### src/rtl/id_ex_stage.sv
// id_ex_stage: ID/EX pipeline register with load-use stall, flush,
// capture-time WB bypass and EX/MEM > MEM/WB operand forwarding.
module id_ex_stage #(
   parameter int XLEN = 32,
   parameter int REGW = 5
) (
   input  logic            clk,
   input  logic            reset,
   input  logic            id_valid,
   input  logic [REGW-1:0] id_rs,
   input  logic [REGW-1:0] id_rt,
   input  logic [REGW-1:0] id_rd,
   input  logic [XLEN-1:0] id_rs_data,
   input  logic [XLEN-1:0] id_rt_data,
   input  logic [XLEN-1:0] id_imm,
   input  logic            id_use_imm,
   input  logic [2:0]      id_alu_control,
   input  logic            id_reg_write,
   input  logic            id_mem_read,
   output logic            id_ready,
   input  logic            flush,
   input  logic            exmem_reg_write,
   input  logic [REGW-1:0] exmem_rd,
   input  logic [XLEN-1:0] exmem_alu_out,
   input  logic            memwb_reg_write,
   input  logic [REGW-1:0] memwb_rd,
   input  logic [XLEN-1:0] memwb_data,
   output logic            ex_valid,
   output logic [XLEN-1:0] alu_a,
   output logic [XLEN-1:0] alu_b,
   output logic [2:0]      alu_control,
   output logic [XLEN-1:0] ex_store_data,
   output logic [REGW-1:0] ex_rd,
   output logic            ex_reg_write,
   output logic            ex_mem_read
);
   logic            r_valid, r_use_imm, r_reg_write, r_mem_read;
   logic [REGW-1:0] r_rs, r_rt, r_rd;
   logic [XLEN-1:0] r_rs_data, r_rt_data, r_imm;
   logic [2:0]      r_alu_control;
   logic            w_hazard, w_wb_rs, w_wb_rt;
   logic            w_em_fwd_rs, w_em_fwd_rt, w_wb_fwd_rs, w_wb_fwd_rt;
   logic [XLEN-1:0] w_fwd_rs, w_fwd_rt;

   assign w_hazard = r_valid & r_mem_read & (r_rd != '0) & id_valid &
                     ((r_rd == id_rs) | ((r_rd == id_rt) & ~id_use_imm));
   assign id_ready = ~w_hazard | flush;

   // Register-file write and read in the same cycle: take the written value.
   assign w_wb_rs = memwb_reg_write & (memwb_rd != '0) & (memwb_rd == id_rs);
   assign w_wb_rt = memwb_reg_write & (memwb_rd != '0) & (memwb_rd == id_rt);

   always_ff @(posedge clk) begin
      if (reset || flush || w_hazard) begin
         r_valid       <= 1'b0;
         r_rs          <= '0;
         r_rt          <= '0;
         r_rd          <= '0;
         r_rs_data     <= '0;
         r_rt_data     <= '0;
         r_imm         <= '0;
         r_use_imm     <= 1'b0;
         r_alu_control <= '0;
         r_reg_write   <= 1'b0;
         r_mem_read    <= 1'b0;
      end else begin
         r_valid       <= id_valid;
         r_rs          <= id_rs;
         r_rt          <= id_rt;
         r_rd          <= id_rd;
         r_rs_data     <= w_wb_rs ? memwb_data : id_rs_data;
         r_rt_data     <= w_wb_rt ? memwb_data : id_rt_data;
         r_imm         <= id_imm;
         r_use_imm     <= id_use_imm;
         r_alu_control <= id_alu_control;
         r_reg_write   <= id_valid & id_reg_write;
         r_mem_read    <= id_valid & id_mem_read;
      end
   end

   assign w_em_fwd_rs = exmem_reg_write & (exmem_rd != '0) & (exmem_rd == r_rs);
   assign w_em_fwd_rt = exmem_reg_write & (exmem_rd != '0) & (exmem_rd == r_rt);
   assign w_wb_fwd_rs = memwb_reg_write & (memwb_rd != '0) & (memwb_rd == r_rs);
   assign w_wb_fwd_rt = memwb_reg_write & (memwb_rd != '0) & (memwb_rd == r_rt);

   always_comb begin
      w_fwd_rs      = w_em_fwd_rs ? exmem_alu_out : w_wb_fwd_rs ? memwb_data : r_rs_data;
      w_fwd_rt      = w_em_fwd_rt ? exmem_alu_out : w_wb_fwd_rt ? memwb_data : r_rt_data;
      alu_a         = r_valid ? w_fwd_rs : '0;
      alu_b         = r_valid ? (r_use_imm ? r_imm : w_fwd_rt) : '0;
      ex_store_data = r_valid ? w_fwd_rt : '0;
      alu_control   = r_valid ? r_alu_control : 3'b000;
   end

   assign ex_valid     = r_valid;
   assign ex_rd        = r_rd;
   assign ex_reg_write = r_reg_write;
   assign ex_mem_read  = r_mem_read;
endmodule

### config.mk
export PLATFORM = sky130hd
export DESIGN_NAME = id_ex_stage
export DESIGN_NICKNAME = d
export VERILOG_FILES = /design/src/rtl/id_ex_stage.sv
export SDC_FILE = /design/constraint.sdc
export NUM_CORES = 1
export LEC_CHECK = 0
export ABC_CLOCK_PERIOD_IN_PS = 5000
export BUFFER_PORTS_ARGS = -buffer_cell sky130_fd_sc_hd__buf_2
export CAP_MARGIN = 20
export CELL_PAD_IN_SITES_DETAIL_PLACEMENT = 0
export CELL_PAD_IN_SITES_GLOBAL_PLACEMENT = 1
export CORE_UTILIZATION = 25
export CTS_CLUSTER_DIAMETER = 40
export DETAILED_ROUTE_END_ITERATION = 12
export PLACE_DENSITY_LB_ADDON = 0.15
export SETUP_SLACK_MARGIN = 0.15
export SLEW_MARGIN = 20
export SYNTH_ARGS = -nofsm -noshare
export SYNTH_HDL_FRONTEND = slang
export SYNTH_SLANG_ARGS = --single-unit
### constraint.sdc
create_clock -name clk -period 5 [get_ports clk]
set_clock_uncertainty 0.15 [all_clocks]
set_input_delay 0.25 -clock clk [delete_from_list [all_inputs] [get_ports clk]]
set_output_delay 0.25 -clock clk [all_outputs]
set_load 0.01 [all_outputs]
# Word level (Yosys, flattened, before mapping)
# Cells that the tools add are included.
# word_totals
reg_bits,118
input_bits,197
word_cells,54
# op_classes
n_eq_ne,8
n_mux,11
n_bitwise,19
n_reduce_logical,5
# op_table
cell,count
32-bit two-way mux,10
5-bit equality test,8
1-bit AND,15
5-bit nonzero test,3
3-bit two-way mux,1
1-bit logical OR,2
1-bit NOT,2
1-bit bitwise OR,2

# Longest topological paths before layout
# depth
ltp_word,7
mapped_depth,7
mapped_depth_nobuf,5

# Worst setup path before layout
# Ideal clock, no wire load.
# synth_timing
path_type,input port to output port
from,input memwb_rd[2]
to,output alu_a[10]
arrival_ns,1.881
setup_slack_ns,2.719
path_stages,7
path_buffers,2
path_cell_list,buf_2 > or4_4 > o21ai_4 > nor3_2 > buf_2 > mux2i_1 > a21oi_1
# synth_between
elab_chain_cells,6
word_cells_on_any_way,7
cone_classes,eq/ne: 1; mux: 3; bitwise: 2; reduce/logical: 1
# synth_rtl
element,line,rtl
from (decl),26,"input logic [REGW-1:0] memwb_rd,"
5-bit nonzero test,83,assign w_wb_fwd_rs = memwb_reg_write & (memwb_rd != '0) & (memwb_rd == r_rs);
1-bit AND,83,
1-bit AND *,83,
32-bit two-way mux * (2 in series),87,w_fwd_rs = w_em_fwd_rs ? exmem_alu_out : w_wb_fwd_rs ? memwb_data : r_rs_data;
32-bit two-way mux *,89,alu_a = r_valid ? w_fwd_rs : '0;
to (decl),29,"output logic [XLEN-1:0] alu_a,"
# Mark *: on every way between the ends. The rest lies on a longest branch, timed or not.

# Worst setup path in the final report
# layout_timing
from,register r_rt[2]
to,output alu_b[5]
# layout_between
elab_chain_cells,6
word_cells_on_any_way,8
cone_classes,eq/ne: 2; mux: 4; bitwise: 2
# layout_rtl
element,line,rtl
from (decl),38,"logic [REGW-1:0] r_rs, r_rt, r_rd;"
from (signal assigned),69,r_rt <= id_rt;
5-bit equality test,84,assign w_wb_fwd_rt = memwb_reg_write & (memwb_rd != '0) & (memwb_rd == r_rt);
1-bit AND,84,
32-bit two-way mux,88,w_fwd_rt = w_em_fwd_rt ? exmem_alu_out : w_wb_fwd_rt ? memwb_data : r_rt_data;
32-bit two-way mux *,88,
32-bit two-way mux * (2 in series),90,alu_b = r_valid ? (r_use_imm ? r_imm : w_fwd_rt) : '0;
to (decl),30,"output logic [XLEN-1:0] alu_b,"
# Marked as above.

==> metrics.csv <==
metric,value,unit
status,completed,
sequential share of the synthesized area,36.8,%
Max Fclk,306,MHz
Leak,4.26,nW
Top Ports,305,
hpwl dp,17200,µm
"worst slack, placed",1.92,ns
drt via density,4.59,
crit path cell chain,xor2_1 > or4_4 > nand2_1 > buf_4 > o221ai_1 > buf_2,
max_cap viols,0,
most frequent cells in the layout,"buf_2, dlygate4sd3_1, mux2i_1, dfxtp_1",
GRT Overall Usage,19.8,%
Post-Syn Area per Cell,8.82,µm²
Setup crit start,r_rt[2],
clk sink count,118,
startpoint types,register,
WL per Instance,17.3,µm
Finished Layout Cells,1519,
# DRC,0,
Gate Count Post-Synth,727,
Worst IR Drop VDD,0.166,mV
first-pass GRT wire length,39800,µm
"Period Utilization, post-route",65.3,%
met1 Track Usage GR,25.3,%
Fin. Hold Viols,0,
share of post-route cells with drive strength above 1,30.1,%
"Largest stage delay, worst path",0.62,ns
Pins Over Slew Limit,0,
Routed Antenna Nets,0,
initial antenna violation count,0,
Worst Max-Slew Pin Slew,0.991,ns
met3 usage,4.39,%
final setup fails,0,
First DRT Iteration DRCs,379,
Reg-to-Reg Start,ex_rd[1],
"Cell Area, Synth",6410,µm²
clock root buffer,clkbuf_16,
clk_lat worst skew,0.41,ns
# nets final,1372,
"most common cell after layout, fill and taps aside",buf_2,
Total Die Area,26300,µm²
CP Class,register to output port,
syn nets,924,
hold_sp,memwb_data[10],
Cell Rows,58,
Slew HR,33.7,%
CORE AREA,25200,µm²
Cells after DPL,1306,
total gr overflow,0,
RSZ-0062 raised after global routing,no,
CP max-delay cell,nand2_1,
Die W,162,µm
CTS Buf Count,17,
crit path DAT,2.87,ns
Synth cell types,29,
Power Density,254,nW/µm²
setup_tns,0,ns
Synth top area share,36.8,%
Critical Path RT,4.60,ns
GPL Wtd Cong,0.742,
"Clk pin slew, worst setup/hold paths",0.06,ns
drt pass-1 iters,4,
CTS tree,done,
Vias,6970,
fin worst setup slack,1.73,ns
vias in the first global route,7100,
Hold/Removal Path Class,input port to register,
number of warnings issued by yosys,0,
Initial Utilization,25.5,%
Total Wirelength,26300,µm
Filler cells,2604,
pin count of the biggest net entering global routing,97,
H-tree depth,4,
clk buf depth,2,
met2 usage,33.8,%
area grow syn2layout,64.9,%
gr busiest metal,met2,
Crit. End Element,output port,
top cell type by total area after synthesis,dfxtp_1,
synthesized flop and latch total,118,
Die Span Y,162,µm
PortBufs,304,
Synth area leaders,"dfxtp_1, mux2i_1, and2_1",
crit path time final,3.27,ns
crit path max fanout,18,
routing by layer:
layer | vias up | routed length [µm]
li1 | 3465 | -
met3 | 20 | 1540
met5 | - | 0
met1 | 3246 | 12000
met2 | 239 | 12500
met4 | 0 | 287
timing repair:
item                                   4_1_cts  5_1_grt
endpoints found under the hold margin      118        0
resized for setup                            0        0
hold buffers                               180        0
setup buffers                                0        0
cells by family (layout without fill, tap and decap cells):
logic type             count (synthesis)  after routing  synth area share (%)
AO/OA/AOI/OAI                        166            166                  15.2
AND/OR/NAND/NOR                      208            208                  17.8
flip-flops                           118            118                  36.8
other                                  0              1                     0
multiplexers                         128            128                  20.0
XOR/XNOR                              40             40                  5.46
buffers and inverters                 67            528                  4.76
layout make-up:
class	instances	area [µm²]	share of cell area (%)
repair buffers	496	3430	32.4
well taps	330	413	3.90
clock inverters	12	154	1.45
diodes	1	2.50	0.0237
flip-flops and latches	118	2370	22.4
multi-input cells	542	3770	35.7
clock buffers	20	447	4.22
worst paths after layout:
kind	endpoint	slack (ns)	depth (start not counted)
min reg2reg	r_rs_data[3]	0.82	3
max	alu_b[5]	1.73	6
max reg2reg	ex_mem_read	1.88	5
min	r_rs_data[10]	0.02	3
synth_stat cells:
library cell and number:
mux2i_1 128, dfxtp_1 118, nor2_1 65, o21ai_0 65, a21oi_1 64, and2_1 56, clkbuf_1 46, nand2_1 34
o221ai_1 32, nand3b_1 31, xnor2_1 28, buf_2 16, xor2_1 12, nand3_1 7, buf_6 4, or4_1 4
nor4_4 3, and3_1 2, nand4_1 2, buf_4 1, nor2b_1 1, nor3_2 1, o2111ai_1 1, o21a_1 1
o21ai_1 1, o21ai_4 1, o32a_1 1, or3_1 1, or4_4 1
through the flow:
step / hold WS (ns) / area [µm²] / util, % / total power [W]
floorplan: 0.222 / 6410 / - / 0.00117
global placement: 0.300 / 8180 / 32.5 / 0.00133
detailed placement: 0.302 / 8180 / 32.5 / 0.00133
CTS: 0.00373 / 10600 / 42.0 / 0.00272
global route: 0.0312 / 10600 / 42.0 / 0.00280
finish: 0.0216 / 10600 / 42.0 / 0.00268
registers in the layout, summed over array words and instances, names as in the netlist:
name	count
r_use_imm	1
r_imm	32
r_rt	5
r_rs_data	32
ex_reg_write	1
ex_mem_read	1
r_rs	5
r_alu_control	3
ex_valid	1
r_rt_data	32
ex_rd	5
worst max-delay path, delay by kind of cell (launching register included):
| kind | cells | cell delay, ns |
|---|---|---|
| xor gates and xnor gates | 1 | 0.17 |
| DFF | 1 | 0.35 |
| buffers and inverters | 2 | 0.60 |
| AOI/OAI and AO/OA | 1 | 0.17 |
| and+or+nand+nor | 2 | 1.15 |
power by group:
part	switching [W]	leakage (nW)	internal [W]
registers	0.0000179	0.970	0.000979
logic	0.000190	3.00	0.000237
clock network	0.000463	0.286	0.000796
Note: power is estimated with default switching activity, not from simulation.
